### config.mk
export PLATFORM = sky130hd
export DESIGN_NAME = sat_result_fifo
export DESIGN_NICKNAME = d
export VERILOG_FILES = /design/src/rtl/sat_result_fifo.sv
export SDC_FILE = /design/constraint.sdc
export NUM_CORES = 1
export LEC_CHECK = 0
export BUFFER_PORTS_ARGS = -buffer_cell sky130_fd_sc_hd__buf_4
export CORE_UTILIZATION = 49
export DETAILED_ROUTE_END_ITERATION = 12
export PLACE_DENSITY = 0.81
export REMOVE_ABC_BUFFERS = 1
export SYNTH_ARGS = -nofsm -noshare
export SYNTH_HDL_FRONTEND = slang
export SYNTH_SLANG_ARGS = --single-unit
### constraint.sdc
create_clock -name clk -period 2.4 [get_ports clk]
set_input_delay 0.24 -clock clk [delete_from_list [all_inputs] [get_ports clk]]
set_output_delay 0.24 -clock clk [all_outputs]
set_load 0.02 [all_outputs]
### src/rtl/sat_result_fifo.sv
// sat_result_fifo: buffers adder results behind valid/ready handshakes and tracks overflow statistics
module sat_result_fifo #(
  parameter int DEPTH = 4,
  parameter int CNT_W = 8
) (
  input  logic                       clk,
  input  logic                       rst_n,
  input  logic                       in_valid,
  output logic                       in_ready,
  input  logic [3:0]                 in_s,
  input  logic                       in_ovf,
  input  logic                       in_mode,
  output logic                       out_valid,
  input  logic                       out_ready,
  output logic [3:0]                 out_s,
  output logic                       out_ovf,
  output logic                       out_mode,
  output logic [$clog2(DEPTH):0]     occupancy,
  output logic                       ovf_sticky,
  output logic [CNT_W-1:0]           ovf_cnt,
  input  logic                       clr_stats
);
  localparam int AW = $clog2(DEPTH);
  localparam logic [AW:0] full_lvl = (AW+1)'(DEPTH);
  logic [5:0] mem [DEPTH];
  logic [AW-1:0] wr_ptr, rd_ptr;
  logic push, pop, ovf_push;
  assign in_ready = occupancy != full_lvl;
  assign out_valid = occupancy != '0;
  assign push = in_valid && in_ready;
  assign pop = out_valid && out_ready;
  assign ovf_push = push && in_ovf;
  assign {out_s, out_ovf, out_mode} = out_valid ? mem[rd_ptr] : 6'd0;
  // storage is write-only on push; empty-gating keeps stale contents off the outputs
  always_ff @(posedge clk)
    if (push) mem[wr_ptr] <= {in_s, in_ovf, in_mode};
  // pointers, occupancy and overflow statistics
  always_ff @(posedge clk or negedge rst_n)
    if (!rst_n) begin
      wr_ptr <= '0;
      rd_ptr <= '0;
      occupancy <= '0;
      ovf_sticky <= 1'b0;
      ovf_cnt <= '0;
    end else begin
      wr_ptr <= push ? wr_ptr + 1'b1 : wr_ptr;
      rd_ptr <= pop ? rd_ptr + 1'b1 : rd_ptr;
      occupancy <= (push && !pop) ? occupancy + 1'b1 : (pop && !push) ? occupancy - 1'b1 : occupancy;
      ovf_sticky <= ovf_push || (ovf_sticky && !clr_stats);
      ovf_cnt <= clr_stats ? CNT_W'(ovf_push) : (ovf_push && ovf_cnt != '1) ? ovf_cnt + 1'b1 : ovf_cnt;
    end
endmodule

# After elaboration in Yosys (flattened, before gate mapping)
# Memory sizes are Yosys's and may differ from the RTL's.
# Cells that the tools add are included.
[totals]
reg_bits = 16
ramBits = 24
inputBits = 11
output_inout_bits = 20
wordCells = 34
mem_count = 1
[mem_list]
columns = ["memory", "depth", "word_bits", "rd", "rd_ports_with_merged_regs", "wr", "line", "source"]
rows = [
  ["mem", 4, 6, 1, 0, 1, "25", "logic [5:0] mem [DEPTH];"],
]
[classes]
n_addsub = 5
eq_ne = 2
mux = 7
n_reduce_logical = 14
[ops]
columns = ["cell", "n"]
rows = [
  ["8-bit two-way mux", 2],
  ["8-bit by 1-bit adder with 8-bit output (second input constant)", 1],
  ["8-bit inequality test (second input constant)", 1],
  ["1-bit logical AND", 7],
  ["3-bit two-way mux", 2],
  ["6-bit two-way mux", 1],
  ["2-bit by 1-bit adder with 2-bit output (second input constant)", 2],
  ["2-bit nonzero test", 2],
  ["3-bit by 1-bit adder with 3-bit output (second input constant)", 1],
  ["1-bit logical NOT", 3],
  ["3-bit inequality test (second input constant)", 1],
  ["3-bit nonzero test", 1],
  ["3-bit by 1-bit subtractor with 3-bit output (second input constant)", 1],
  ["1-bit two-way mux", 2],
  ["1-bit logical OR", 1],
]

# Logic depth before layout (Yosys ltp)
[logic_depth]
ltp_word = 6
mapped_depth = 10

# Least setup slack after synthesis
# No wires, ideal clock.
[synth_timing]
path_type = "flip-flop to flip-flop"
from = "register occupancy[1]"
to = "register occupancy[2]"
setup_ns = 0.080
t_arrival_ns = 2.332
t_required_ns = 2.320
path_slack_ns = -0.011
path_stages_with_launch = 10
n_path_buf = 1
synth_period_minus_slack_ns = 2.411
path_cell_list = "dfrtp_1 > or3_2 > clkbuf_1 > nand2_1 > ha_1 > inv_1 > fa_1 > xor2_1 > nor2_1 > xor2_1"
[synth_via]
elab_chain_cells = 5
word_cells_on_any_way = 13
cone_classes = "add/sub: 2; eq/ne: 1; mux: 2; reduce/logical: 8"
[synth_lines]
columns = ["item", "line", "source"]
rows = [
  ["start: declaration", "18", "output logic [$clog2(DEPTH):0] occupancy,"],
  ["start signal: assignment", "48", "occupancy <= (push && !pop) ? occupancy + 1'b1 : (pop && !push) ? occupancy - 1'b1 : occupancy;"],
  ["3-bit nonzero test *", "29", "assign out_valid = occupancy != '0;"],
  ["net out_valid", "13", "output logic out_valid,"],
  ["1-bit logical AND *", "31", "assign pop = out_valid && out_ready;"],
  ["1-bit logical NOT", "48", ""],
  ["1-bit logical AND", "48", ""],
  ["3-bit two-way mux / 2-bit nonzero test (equally long branches)", "--", ""],
]
# Mark *: on every way through the listed nets, which the timed path passes. The rest lies on a longest branch. The select of a mux whose other input is x is not followed.
# A chain may end at the register's enable or synchronous reset.

# Final worst setup path
[layout_timing]
from = "register occupancy[1]"
to = "register occupancy[2]"
[layout_via]
elab_chain_cells = 5
word_cells_on_any_way = 13
cone_classes = "add/sub: 2; eq/ne: 1; mux: 2; reduce/logical: 8"
[layout_lines]
columns = ["item"]
rows = [
  ["branches (longest 5 deep; another with 3-bit by 1-bit subtractor with 3-bit output)"],
]
# Several ways; the timed one is not identified. The select of a mux whose other input is x is not followed.

==> metrics.csv <==
stage,metric,value,unit
outcome,status,completed,
placed_design,Placer Congestion,0.790,
global_route,antenna violations before repair,0,
timing,Finish-stage setup viols,0,
pwr,sw frac,0.342,
setup_path,r2r setup slk,0.1,ns
route,Via-to-Cell Ratio,5.57,
die,overall die height,62.8,microns
pwr,Tot Pwr,2390,uW
setup_path,worst reg2reg endpoint,occupancy[2]$_DFFE_PN0P_,
die,IO Pins,31,
finish,cell area after layout,2160,sq um
route,DR WL/cell,15.3,microns
clocking,Post-CTS Resized,0,
setup_path,CP Cell Sequence,or3_2 > nand2_1 > ha_1 > inv_1 > fa_1 > xor2_1 > nor2_1 > xor2_1,
pwr,Lkg Pwr,0.000848,uW
logic_synthesis,cell count after synthesis,124,
timing,final-report hold violation count,0,
logic_synthesis,register bit total from synthesis,40,
logic_synthesis,Post-Synthesis Cell Area,1810,sq um
timing,ratio of final minimum period to clock period,0.960,
die,total die area,3940,sq um
finish,Util after Layout,0.627,
setup_path,Startpoint Class,register,
route,number of DRC markers in iteration 0,32,
route,Top Metal Used,met4,
pwr,power density cells,1110,nW/um^2
placed_design,placed wire-length estimate,2270,microns
run,MaxCap Viol Count,0,
clocking,CTS tree,done,
finish,# nets final,175,
clocking,H-tree levels,2,
min_path,Hold WC Path Type,in2reg,
clocking,CTS Buf Count,5,
min_path,WHS Endpoint,mem[1][4]$_DFFE_PP_,
finish,Area Overhead vs Synth,19.2,%
setup_path,CP top delay family,simple AND/OR/NAND/NOR gates,
setup_path,WP data required,2.59,ns
pwr,P_int,1570,uW
finish,share of cells above drive strength 1,0.335,
route,ANT nets after route,0,
finish,Storage cell area,1120,sq um
logic_synthesis,post-synthesis sequential area ratio,0.619,
placed_design,Area after DPL,2060,sq um
route,DRC errors left,0,
setup_path,crit path DAT,2.50,ns
pwr,power share of the sequential group,0.432,
setup_path,slowest CP cell,or3_2,
global_route,pin count of the biggest net entering global routing,17,
placed_design,port buffer count,30,
route,DR WL met2,1650,microns
timing,max-slew violation count,0,
global_route,Total GRT Usage,0.181,
timing,minimum clock period,2.30,ns
setup_path,element type at the critical path end,register,
global_route,grt ovf,0,
setup_path,CP Class,reg2reg,
pwr,combinational power share,0.394,
setup_path,max incr delay on CP,0.50,ns
timing,RSZ-0062 raised after global routing,no,
timing,setup_tns,0,ns
finish,FILL cells,263,
route,WL final,3120,microns
die,core area,3440,sq um
finish,antenna diode count,0,
route,WL met1,1230,microns
timing,clock skew,0.00434,ns
setup_path,Reg2Reg Depth,8,
logic_synthesis,"Warnings, synthesis",0,
finish,most frequent cells in the layout,"buf_4, edfxtp_1, dfrtp_1",
route,DR pass1 iterations,4,
timing,Slew headroom,0.700,
clocking,clock slew at reported path FFs,0.07,ns
timing,Worst Max-Slew Pin Slew,0.450,ns
logic_synthesis,Synth cell types,35,
setup_path,CP most frequent cell,xor2_1,
setup_path,WP buf/inv,1,
die,Initial Utilization,0.526,
die,chip width,62.8,microns
pwr,P_sw,816,uW
global_route,vias in the first global route,1163,
pwr,Clk pwr share,0.174,
min_path,WHS Path Cells,1,
clocking,worst-skew pair later-pin latency,0.28,ns
setup_path,critical-path maximum fanout,5,
logic_synthesis,Syn Area/Cell,14.6,sq um
clocking,CTS Root Cell,clkbuf_8,
route,via count,1137,
clocking,clock sink count,40,
min_path,critical hold path startpoint,in_s[2],
die,Cell Rows,21,
route,met3 WL,177,microns
global_route,first-pass GRT wire length,5200,microns
setup_path,FF-to-FF Start,occupancy[1]$_DFFE_PN0P_,
timing,max frequency,434,MHz
finish,"commonest non-fill, non-tap cell in the layout",buf_4,
clocking,clock buffer depth,2,
finish,area of the multi-input gates,627,sq um
pwr,Max VDD drop,0.000536,V
[synth_stat cells]
cell type | n | area [sq um]
buf_6 | 2 | 22.5
buf_1 | 1 | 3.75
xnor2_1 | 4 | 35.0
clkbuf_2 | 1 | 5.00
a21boi_0 | 1 | 7.51
nor4b_1 | 1 | 8.76
and3_2 | 4 | 30.0
o31ai_1 | 2 | 15.0
a211oi_1 | 1 | 7.51
o21ai_0 | 5 | 25.0
o2111ai_4 | 1 | 26.3
clkbuf_1 | 2 | 7.51
mux2_2 | 1 | 11.3
or3_2 | 2 | 15.0
fa_1 | 1 | 20.0
nand2_1 | 5 | 18.8
mux4_2 | 6 | 135
mux2i_1 | 1 | 10.0
or4_1 | 2 | 15.0
or3b_1 | 1 | 8.76
edfxtp_1 | 24 | 721
or3_1 | 2 | 12.5
and2_2 | 1 | 7.51
ha_1 | 6 | 75.1
xor2_1 | 2 | 17.5
nor2_1 | 3 | 11.3
inv_1 | 5 | 18.8
and2_1 | 6 | 37.5
nand3b_1 | 1 | 7.51
a21oi_1 | 5 | 25.0
dfrtp_1 | 16 | 400
nand4_1 | 1 | 6.26
buf_2 | 1 | 5.00
o211ai_1 | 1 | 7.51
nand3_1 | 6 | 30.0
[repair_timing]
item	4_1_cts	5_1_grt
buffers inserted	0	0
endpoints found under the hold margin	16	0
hold buffers	1	0
[per-layer routing]
| layer | track usage | vias up |
|---|---|---|
| li1 | - | 523 |
| met1 | 0.208 | 566 |
| met2 | 0.304 | 42 |
| met3 | 0.0511 | 6 |
| met4 | 0.0959 | 0 |
| met5 | 0 | - |
[per-stage QoR]
stage          hold slack (ns)  instances  setup WS [ns]
6_report                 0.155        204         0.0963
5_1_grt                  0.130        204         0.0161
4_1_cts                  0.139        204          0.112
3_5_place_dp             0.111        195          0.136
3_3_place_gp             0.107        195          0.298
2_1_floorplan          -0.0556        117       0.000419
[registers in the layout, summed over array words and instances (netlist names)]
signal      count
mem            24
wr_ptr          2
rd_ptr          2
occupancy       3
ovf_cnt         8
ovf_sticky      1
[kinds of logic after synthesis]
logic type / share of synthesized area
flops: 0.619
buf+inv: 0.0345
fa+ha+maj: 0.0525
compound gates: 0.0629
mux: 0.0864
simple gates: 0.115
xor+xnor: 0.0290
[worst register-to-register path: stages (launching register included)]
cell and delay, ns:
dfrtp_1 0.43, or3_2 0.50, nand2_1 0.13, ha_1 0.19, inv_1 0.06, fa_1 0.38, xor2_1 0.17, nor2_1 0.15
xor2_1 0.21
[how the worst max path moves through the flow]
stage                                         from                       end  cells after the start
after floorplan           occupancy[1]$_DFFE_PN0P_  occupancy[1]$_DFFE_PN0P_                      6
after global placement    occupancy[1]$_DFFE_PN0P_  occupancy[1]$_DFFE_PN0P_                      6
after detailed placement  occupancy[0]$_DFFE_PN0P_  occupancy[2]$_DFFE_PN0P_                      8
after CTS                 occupancy[0]$_DFFE_PN0P_  occupancy[2]$_DFFE_PN0P_                      8
after global routing      occupancy[0]$_DFFE_PN0P_  occupancy[2]$_DFFE_PN0P_                      8
final                     occupancy[1]$_DFFE_PN0P_  occupancy[2]$_DFFE_PN0P_                      8
[area by class of cell]
type / instances / share of cell area
Tap cell: 46 / 0.0267
Multi-Input combinational cell: 72 / 0.290
Sequential cell: 40 / 0.519
Clock buffer: 6 / 0.0336
Inverter: 5 / 0.00870
Timing Repair Buffer: 33 / 0.116
Clock inverter: 2 / 0.00522
[power groups by stage]
stage	Combinational [uW]	Sequential, uW	Clock, uW
final	939	1030	415
after floorplan	562	1060	0
after detailed placement	945	1050	0
after global placement	911	1040	0
after CTS	949	1040	431
after global routing	1020	1050	456
Power figures use the tool's default switching activity.
